## config.mk

```make
export PLATFORM = sky130hd
export DESIGN_NAME = flit_ejector
export DESIGN_NICKNAME = d
export VERILOG_FILES = /design/src/rtl/butterfly_pkg.sv /design/src/rtl/flit_fifo.sv /design/src/rtl/flit_ejector.sv
export SDC_FILE = /design/constraint.sdc
export NUM_CORES = 1
export LEC_CHECK = 0
export CAP_MARGIN = 25
export CORE_MARGIN = 1
export CORE_UTILIZATION = 55
export CTS_BUF_LIST = sky130_fd_sc_hd__clkbuf_8 sky130_fd_sc_hd__clkbuf_16
export DETAILED_ROUTE_END_ITERATION = 6
export PLACE_DENSITY = 0.76
export SYNTH_ARGS = -nofsm -noshare
export SYNTH_HDL_FRONTEND = slang
export SYNTH_HIERARCHICAL = 1
export SYNTH_SLANG_ARGS = --single-unit
```

## constraint.sdc

```tcl
create_clock -name clk -period 6.21 [get_ports clk]
set_input_delay 0.9315 -clock clk [delete_from_list [all_inputs] [get_ports clk]]
set_output_delay 0.9315 -clock clk [all_outputs]
set_load 0.05 [all_outputs]
```

## src/rtl/butterfly_pkg.sv

```systemverilog
// Shared flit encoding for the butterfly switch fabric: flit layout, type codes
// and the ejector FSM state type.
package butterfly_pkg;

   localparam int FLIT_DATA_W = 16;
   localparam int FLIT_W      = FLIT_DATA_W + 2;

   typedef logic [1:0] ftype_t;

   localparam ftype_t FT_HDR  = 2'b11;
   localparam ftype_t FT_PLD  = 2'b10;
   localparam ftype_t FT_NULL = 2'b00;
   localparam ftype_t FT_RSV  = 2'b01;

   typedef struct packed {
      ftype_t                   ftype;
      logic [FLIT_DATA_W-1:0]   data;
   } flit_t;

   localparam int ROUTE_HI = 15;
   localparam int ROUTE_LO = 14;

   function automatic logic [1:0] route_of(input logic [FLIT_DATA_W-1:0] hdr_data);
      return hdr_data[ROUTE_HI:ROUTE_LO];
   endfunction

   typedef enum logic [1:0] {
      ST_IDLE = 2'd0,
      ST_HOLD = 2'd1,
      ST_DROP = 2'd2
   } ej_state_t;

endpackage

```

## src/rtl/flit_fifo.sv

```systemverilog
// First-word fall-through FIFO holding {hdr, last, err, data} entries for the
// flit ejector; head is forced to zero while empty.
module flit_fifo #(
   parameter int DEPTH = 8,
   parameter int W     = 19
) (
   input  logic                       clk,
   input  logic                       rst,
   input  logic                       push,
   input  logic [W-1:0]               push_data,
   input  logic                       pop,
   output logic                       out_valid,
   output logic [W-1:0]               out_data,
   output logic [$clog2(DEPTH):0]     level
);

   localparam int AW = $clog2(DEPTH);
   localparam int LW = AW + 1;
   localparam logic [LW-1:0] FULL_LVL = LW'(DEPTH);

   logic [W-1:0]  mem_q [DEPTH];
   logic [AW-1:0] wr_ptr_q, wr_ptr_d;
   logic [AW-1:0] rd_ptr_q, rd_ptr_d;
   logic [LW-1:0] level_q, level_d;
   logic          do_push, do_pop, empty, full;

   always_comb begin
      empty    = (level_q == '0);
      full     = (level_q == FULL_LVL);
      do_pop   = pop && !empty;
      // a full FIFO can still take a word when the head leaves in the same cycle
      do_push  = push && (!full || do_pop);
      wr_ptr_d = do_push ? wr_ptr_q + 1'b1 : wr_ptr_q;
      rd_ptr_d = do_pop  ? rd_ptr_q + 1'b1 : rd_ptr_q;
      level_d  = level_q;
      if (do_push && !do_pop)
         level_d = level_q + 1'b1;
      else if (!do_push && do_pop)
         level_d = level_q - 1'b1;
   end

   always_ff @(posedge clk) begin
      if (rst) begin
         wr_ptr_q <= '0;
         rd_ptr_q <= '0;
         level_q  <= '0;
      end else begin
         wr_ptr_q <= wr_ptr_d;
         rd_ptr_q <= rd_ptr_d;
         level_q  <= level_d;
      end
   end

   always_ff @(posedge clk) begin
      if (do_push)
         mem_q[wr_ptr_q] <= push_data;
   end

   assign out_valid = !empty;
   assign out_data  = empty ? '0 : mem_q[rd_ptr_q];
   assign level     = level_q;

endmodule

```

## src/rtl/flit_ejector.sv

```systemverilog
// Ejection stage for one switch output lane: parses flits into packets, buffers
// them and truncates packets when the buffer would overflow.
//
//  state | meaning
//  IDLE  | nothing held, waiting for a header
//  HOLD  | one HDR/PLD word held until its successor decides its last bit
//  DROP  | packet truncated, discarding flits until NULL or next HDR
module flit_ejector
   import butterfly_pkg::*;
#(
   parameter int DEPTH  = 8,
   parameter int DATA_W = 16
) (
   input  logic                     clk,
   input  logic                     rst,
   input  logic [DATA_W+1:0]        in_flit,
   output logic                     out_valid,
   input  logic                     out_ready,
   output logic [DATA_W-1:0]        out_data,
   output logic                     out_hdr,
   output logic                     out_last,
   output logic                     out_err,
   output logic [$clog2(DEPTH):0]   fifo_level,
   output logic                     ovf_err,
   output logic                     proto_err
);

   localparam int LW = $clog2(DEPTH) + 1;
   localparam int EW = DATA_W + 3;
   localparam logic [LW-1:0] ROOM_LVL = LW'(DEPTH - 2);

   ej_state_t          state_q, state_d;
   logic [DATA_W-1:0]  hold_data_q, hold_data_d;
   logic               hold_hdr_q, hold_hdr_d;
   logic               ovf_q, ovf_d;
   logic               proto_q, proto_d;

   ftype_t             ftype;
   logic [DATA_W-1:0]  fdata;
   logic               room;
   logic               push, push_last, push_err, load_hold, set_ovf, set_proto;
   logic               fifo_valid, pop;
   logic [EW-1:0]      fifo_head;
   logic [LW-1:0]      level;

   assign ftype = in_flit[DATA_W+1:DATA_W];
   assign fdata = in_flit[DATA_W-1:0];
   assign room  = (level <= ROOM_LVL);
   assign pop   = fifo_valid && out_ready;

   always_ff @(posedge clk) begin
      if (rst)
         state_q <= ST_IDLE;
      else
         state_q <= state_d;
   end

   always_comb begin
      state_d = state_q;
      unique case (state_q)
         ST_IDLE: if (ftype == FT_HDR) state_d = ST_HOLD;
         ST_HOLD: begin
            if (ftype == FT_PLD)
               state_d = room ? ST_HOLD : ST_DROP;
            else if (ftype != FT_HDR)
               state_d = ST_IDLE;
         end
         ST_DROP: begin
            if (ftype == FT_NULL)
               state_d = ST_IDLE;
            else if (ftype == FT_HDR)
               state_d = ST_HOLD;
         end
         default: state_d = ST_IDLE;
      endcase
   end

   always_comb begin
      push      = 1'b0;
      push_last = 1'b0;
      push_err  = 1'b0;
      load_hold = 1'b0;
      set_ovf   = 1'b0;
      set_proto = 1'b0;
      unique case (state_q)
         ST_IDLE: begin
            if (ftype == FT_HDR)
               load_hold = 1'b1;
            else if (ftype != FT_NULL)
               set_proto = 1'b1;
         end
         ST_HOLD: begin
            push = 1'b1;
            unique case (ftype)
               FT_PLD: begin
                  if (room) begin
                     load_hold = 1'b1;
                  end else begin
                     push_last = 1'b1;
                     push_err  = 1'b1;
                     set_ovf   = 1'b1;
                  end
               end
               FT_HDR: begin
                  push_last = 1'b1;
                  load_hold = 1'b1;
               end
               FT_RSV: begin
                  push_last = 1'b1;
                  push_err  = 1'b1;
                  set_proto = 1'b1;
               end
               default: push_last = 1'b1;
            endcase
         end
         ST_DROP: begin
            if (ftype == FT_HDR)
               load_hold = 1'b1;
            else if (ftype == FT_RSV)
               set_proto = 1'b1;
         end
         default: ;
      endcase
   end

   always_comb begin
      hold_data_d = load_hold ? fdata : hold_data_q;
      hold_hdr_d  = load_hold ? (ftype == FT_HDR) : hold_hdr_q;
      ovf_d       = ovf_q   | set_ovf;
      proto_d     = proto_q | set_proto;
   end

   always_ff @(posedge clk) begin
      if (rst) begin
         hold_data_q <= '0;
         hold_hdr_q  <= 1'b0;
         ovf_q       <= 1'b0;
         proto_q     <= 1'b0;
      end else begin
         hold_data_q <= hold_data_d;
         hold_hdr_q  <= hold_hdr_d;
         ovf_q       <= ovf_d;
         proto_q     <= proto_d;
      end
   end

   flit_fifo #(
      .DEPTH (DEPTH),
      .W     (EW)
   ) u_fifo (
      .clk       (clk),
      .rst       (rst),
      .push      (push),
      .push_data ({hold_hdr_q, push_last, push_err, hold_data_q}),
      .pop       (pop),
      .out_valid (fifo_valid),
      .out_data  (fifo_head),
      .level     (level)
   );

   assign out_valid  = fifo_valid;
   assign out_hdr    = fifo_head[EW-1];
   assign out_last   = fifo_head[EW-2];
   assign out_err    = fifo_head[EW-3];
   assign out_data   = fifo_head[DATA_W-1:0];
   assign fifo_level = level;
   assign ovf_err    = ovf_q;
   assign proto_err  = proto_q;

endmodule
```

After elaboration in Yosys (flattened, before gate mapping):

Memory sizes are Yosys's and may differ from the RTL's. A register that Yosys moved wholly into a read port is not among the register bits.
Cells that the tools add are included.

* bits in writable memories: 152
* memories kept: 1
* register bits: 31

Memory list
* u_fifo.mem_q: words 8, width 19, rd ports 1, clocked after Yosys merged registers in 1, wr ports 1, RTL line flit_fifo.sv:21 `logic [W-1:0] mem_q [DEPTH];`

* reductions and logical operators: 16
* add/sub/neg operators: 4
* bitwise operators: 2
* multiplexer cells: 30
* eq/ne operators: 8
* order comparisons: 1

Operator list (number)
* 19-bit two-way mux: 1
* 1-bit two-way mux: 15
* 2-bit two-way mux: 5
* 4-bit two-way mux: 2
* 3-bit by 1-bit adder with 3-bit output (second input constant): 2
* 2-bit == test (second input constant): 3
* 3-bit two-way mux: 2
* 1-bit one-hot mux with 2 select lines: 3
* 2-bit one-hot mux with 3 select lines: 1
* 1-bit logical AND: 5
* 4-bit by 1-bit adder with 4-bit output (second input constant): 1
* 2-bit by 1-bit == test with 1-bit output (second input constant): 2
* 4-bit == test (second input constant): 1
* 4-bit by 3-bit less-or-equal comparator with 1-bit output (second input constant): 1
* 1-bit zero test: 4
* 2-bit zero test: 2
* 4-bit zero test: 1
* 2-bit nonzero test: 2
* 4-bit by 1-bit subtractor with 4-bit output (second input constant): 1
* 3-bit inequality test (second input constant): 1
* 1-bit one-hot mux with 3 select lines: 1
* 2-bit inequality test (second input constant): 1
* 1-bit OR: 2
* 2-bit OR reduction: 1
* 1-bit logical OR: 1

Depth between registers and ports, before layout:

* depth in word-level cells: 10
* mapped depth: 14
* depth with buffers taken out: 14

By module:

The synthesis kept the hierarchy.

By module, submodules not included
* flit_fifo: area each 6459.9 µm², instances 1, cells an instance 314
* flit_ejector: area each 1064.8 µm², instances 1, cells an instance 108

Worst setup path before layout:

No wires, ideal clock.

* path kind: register to register
* start point: register u_fifo.level_q[0] (netlist: u_fifo/level[0])
* end point: memory u_fifo.mem_q[0][0] (enable)
* setup slack: 2.102 ns
* cell stages (with the launch flop): 8
* arrival: 3.665 ns
* period minus slack after synthesis: 4.108 ns
* path buffers: 0
* path through: dfxtp_1 > or3_4 > nor2_4 > inv_2 > and2_1 > nand2b_1 > o21ai_4 > nor4_1

* longest elaborated chain between the ends: 8
* elaborated cells on any way between the ends: 10

Ends and longest elaborated chain
* from (decl): RTL line flit_fifo.sv:24 `logic [LW-1:0] level_q, level_d;`
* from (signal assigned): RTL line flit_fifo.sv:50 `level_q <= level_d;`
* 4-bit zero test: RTL line flit_fifo.sv:28 `empty = (level_q == '0);`
* 1-bit zero test: RTL line flit_fifo.sv:59 `assign out_valid = !empty;`
* via out_valid: RTL line flit_ejector.sv:17 `output logic out_valid,`
* 1-bit logical AND: RTL line flit_ejector.sv:49 `assign pop = fifo_valid && out_ready;`
* via pop: RTL line flit_ejector.sv:42 `logic fifo_valid, pop;`
* 1-bit logical AND: RTL line flit_fifo.sv:30 `do_pop = pop && !empty;`
* 1-bit logical OR: RTL line flit_fifo.sv:32 `do_push = push && (!full || do_pop);`
* 1-bit logical AND: RTL line flit_fifo.sv:32
* 1-bit two-way mux: RTL line flit_fifo.sv:55 `if (do_push)`
* 1-bit two-way mux (implied by the code): RTL line flit_fifo.sv:56 `mem_q[wr_ptr_q] <= push_data;`
* to (decl): RTL line flit_fifo.sv:21

The timed path passes the listed nets, and every way through them passes these cells.

==> run metrics <==
status=complete, no violations; clock buffer count from CTS=17; post-place setup slack=2.26 ns; CP arrival=3.25 ns; post-route ant nets=0; number of synthesis warnings=6; Mapped Cells=roughly 420; Slew Limit Fails=0; critical path capture point type=primary output; largest net degree at the start of global routing=50; most frequent cells in the layout=152 x edfxtp_1, 46 x clkdlybuf4s50_1, 37 x nor2_1, 37 x mux2i_1, 35 x nand2b_1; critical path fanouts, max=20; via count=between 3000 and 4000; worst path required time=5.28 ns; core footprint=13300 um2; peak supply drop=between 0.4 and 0.5 mV; dpl cell area=between 8000 and 9000 um2; io pins=47; Slew @ Worst Pin=1.07 ns; clk sink count=186; number of setup buffers added after CTS=0; CTS clk-pin slew, worst paths=about 0.060 ns; share of the clock period used by the worst path after layout=67.3%; CTS root buffer=clkbuf_16; Layout fillers=roughly 900; post-CTS sizing=0; worst r2r src=u_fifo/level[1]; Worst Path Class, Setup=reg -> out; TNS Setup=0 ns; final wirelength=between 10 and 15 mm; Post-route DRC=0; DIE HEIGHT=~120 um; hold path startpoint=ovf_err; Final HPWL DP=between 7 and 8 mm; Cell Rows=between 40 and 50; H-tree Lvls=4; setup slack after layout=about 2 ns; Port Buffers=between 40 and 50; DR iter-0 viols=310; unrepaired setup endpoints after global routing=no; Tot GR Track Use=21.0%; TritonCTS clock tree=done; post-synthesis sequential area ratio=~70%; clk_skew=0.00650 ns; Setup Viol. Count Final=0; Tightest Hold Check Type=reg -> reg; r2r endpoint=u_fifo/level[3]; first-pass GRT wire length=about 21 mm; fin crit period=about 4.2 ns; most common cell after layout, fill and taps aside=edfxtp_1; diode count=0; Post-Syn Area=around 7500 um2; Starting Density=a little under three fifths; Mapped Nets=roughly 450; register-to-register setup slack=2.22 ns; asr flop ratio synth=0%; vias in the first global route=~3900; PwrDens=414 nW/um2; share of cells above drive strength 1=17.5%; initial antenna violation count=0; reg2reg path depth=14; met3 wire length=around 560 um; WL met1=approximately 5.8 mm; number of synthesized flops with an enable pin=roughly 150; chip width=between 100 and 150 um; crit path to=out_data[4]; flops & latches, synth=approximately 190; # hold bufs at CTS=0; CP startpoint kind=register; Synth Flop Type=edfxtp_1; Area growth, synth to finish=16.1%; Via density=5.72; DR WL met2=6.76 mm; DRT Pass-1 Iters=4; Final Hold Violating Endpoints=0; synthesized area per cell=between 15 and 20 um2; count of nets after finishing=510; max cap viols=0; RePlAce Congestion=0.750; wire per inst=a little over 20 um; deepest clock path buffer count=2; post-route cell area=8740 um2; relative slew slack=between 20% and 30%; LEAKAGE=just under 0.003 uW; area of the multi-input gates=approximately 2100 um2; Worst Hold Slack=between 0.4 and 0.5 ns; fmax=between 200 and 250 MHz; Die ar.=about 14000 um2; FF+latch area=between 5000 and 6000 um2; Clk Latency, worst-skew pair=approximately 0.42 ns; top sig layer=met4; Synth cell types=43; gr ovfl total=0
==> state kept, by name (all words and copies together), names as in the netlist, named ones only <==
register / flops
u_fifo/mem_q: 152
hold_data_q: 16
u_fifo/level: 4
u_fifo/rd_ptr_q: 3
u_fifo/wr_ptr_q: 3
state_q: 2
hold_hdr_q: 1
ovf_err: 1
proto_err: 1
==> cell usage after synthesis (all sizes together) (4+ instances only) <==
cell / count / share of area (%)
edfxtp: 152 / 61
mux4: 38 / 12
nor2: 38 / 2.0
mux2i: 37 / 4.9
nand2b: 36 / 3.1
dfxtp: 34 / 9.0
buf: 11 / 1.3
a21oi: 9 / 0.60
clkbuf: 9 / 0.50
ha: 9 / 1.5
nand2: 9 / 0.48
inv: 7 / 0.38
nor3: 5 / 0.33
xor2: 4 / 0.47
==> area by class of cell <==
type | instances | share of cell area [%]
sequential | 186 | 60.0
multi-input combinational | 209 | 24.5
timing repair buffer | 58 | 6.30
clock buffer | 18 | 5.03
tap | 176 | 2.52
clock inverter | 13 | 1.32
inverter | 7 | 0.329
==> logic make-up after synthesis <==
family / after synthesis / synth area share [%]
flip-flops: 186 / 69.7
AND/OR/NAND/NOR: 96 / 6.58
multiplexers: 76 / 16.8
buffers and inverters: 27 / 2.23
AO/OA/AOI/OAI: 21 / 2.23
adder cells (fa/ha/maj): 10 / 1.76
XOR/XNOR: 6 / 0.698
==> per-stage QoR <==
step	std cells	util, %	total power [uW]
after floorplan	422	-	2330
after global placement	636	61.6	2620
final	667	65.7	3620
after CTS	667	65.7	3650
after global routing	667	65.7	3760
after detailed placement	636	61.6	2640
==> layer usage <==
layer | track usage, % | vias up
met4 | 10.9 | 0
met2 | 34.2 | 102
li1 | - | 1745
met5 | 0 | -
met1 | 26.2 | 1948
met3 | 4.98 | 22
==> worst max-delay path: stages (launching register included) <==
cell and delay [ns]:
dfxtp_2 0.76, buf_4 0.48, mux4_1 0.61, mux2i_1 0.18
nor2_1 0.06, clkdlybuf4s50_1 0.73
==> worst min path at each step <==
stage,end,cells past startpoint,slack [ns]
6_report,ovf_err,2,0.48
5_1_grt,ovf_err,2,0.53
4_1_cts,ovf_err,2,0.49
3_5_place_dp,ovf_err,2,0.47
3_3_place_gp,ovf_err,2,0.46
2_1_floorplan,register,2,0.45
==> power by group <==
| part | switching [uW] | internal, uW |
|---|---|---|
| registers | 75.5 | 1390 |
| clock network | 416 | 590 |
| logic | 722 | 423 |
No activity file was read; power rests on OpenSTA's default activity.
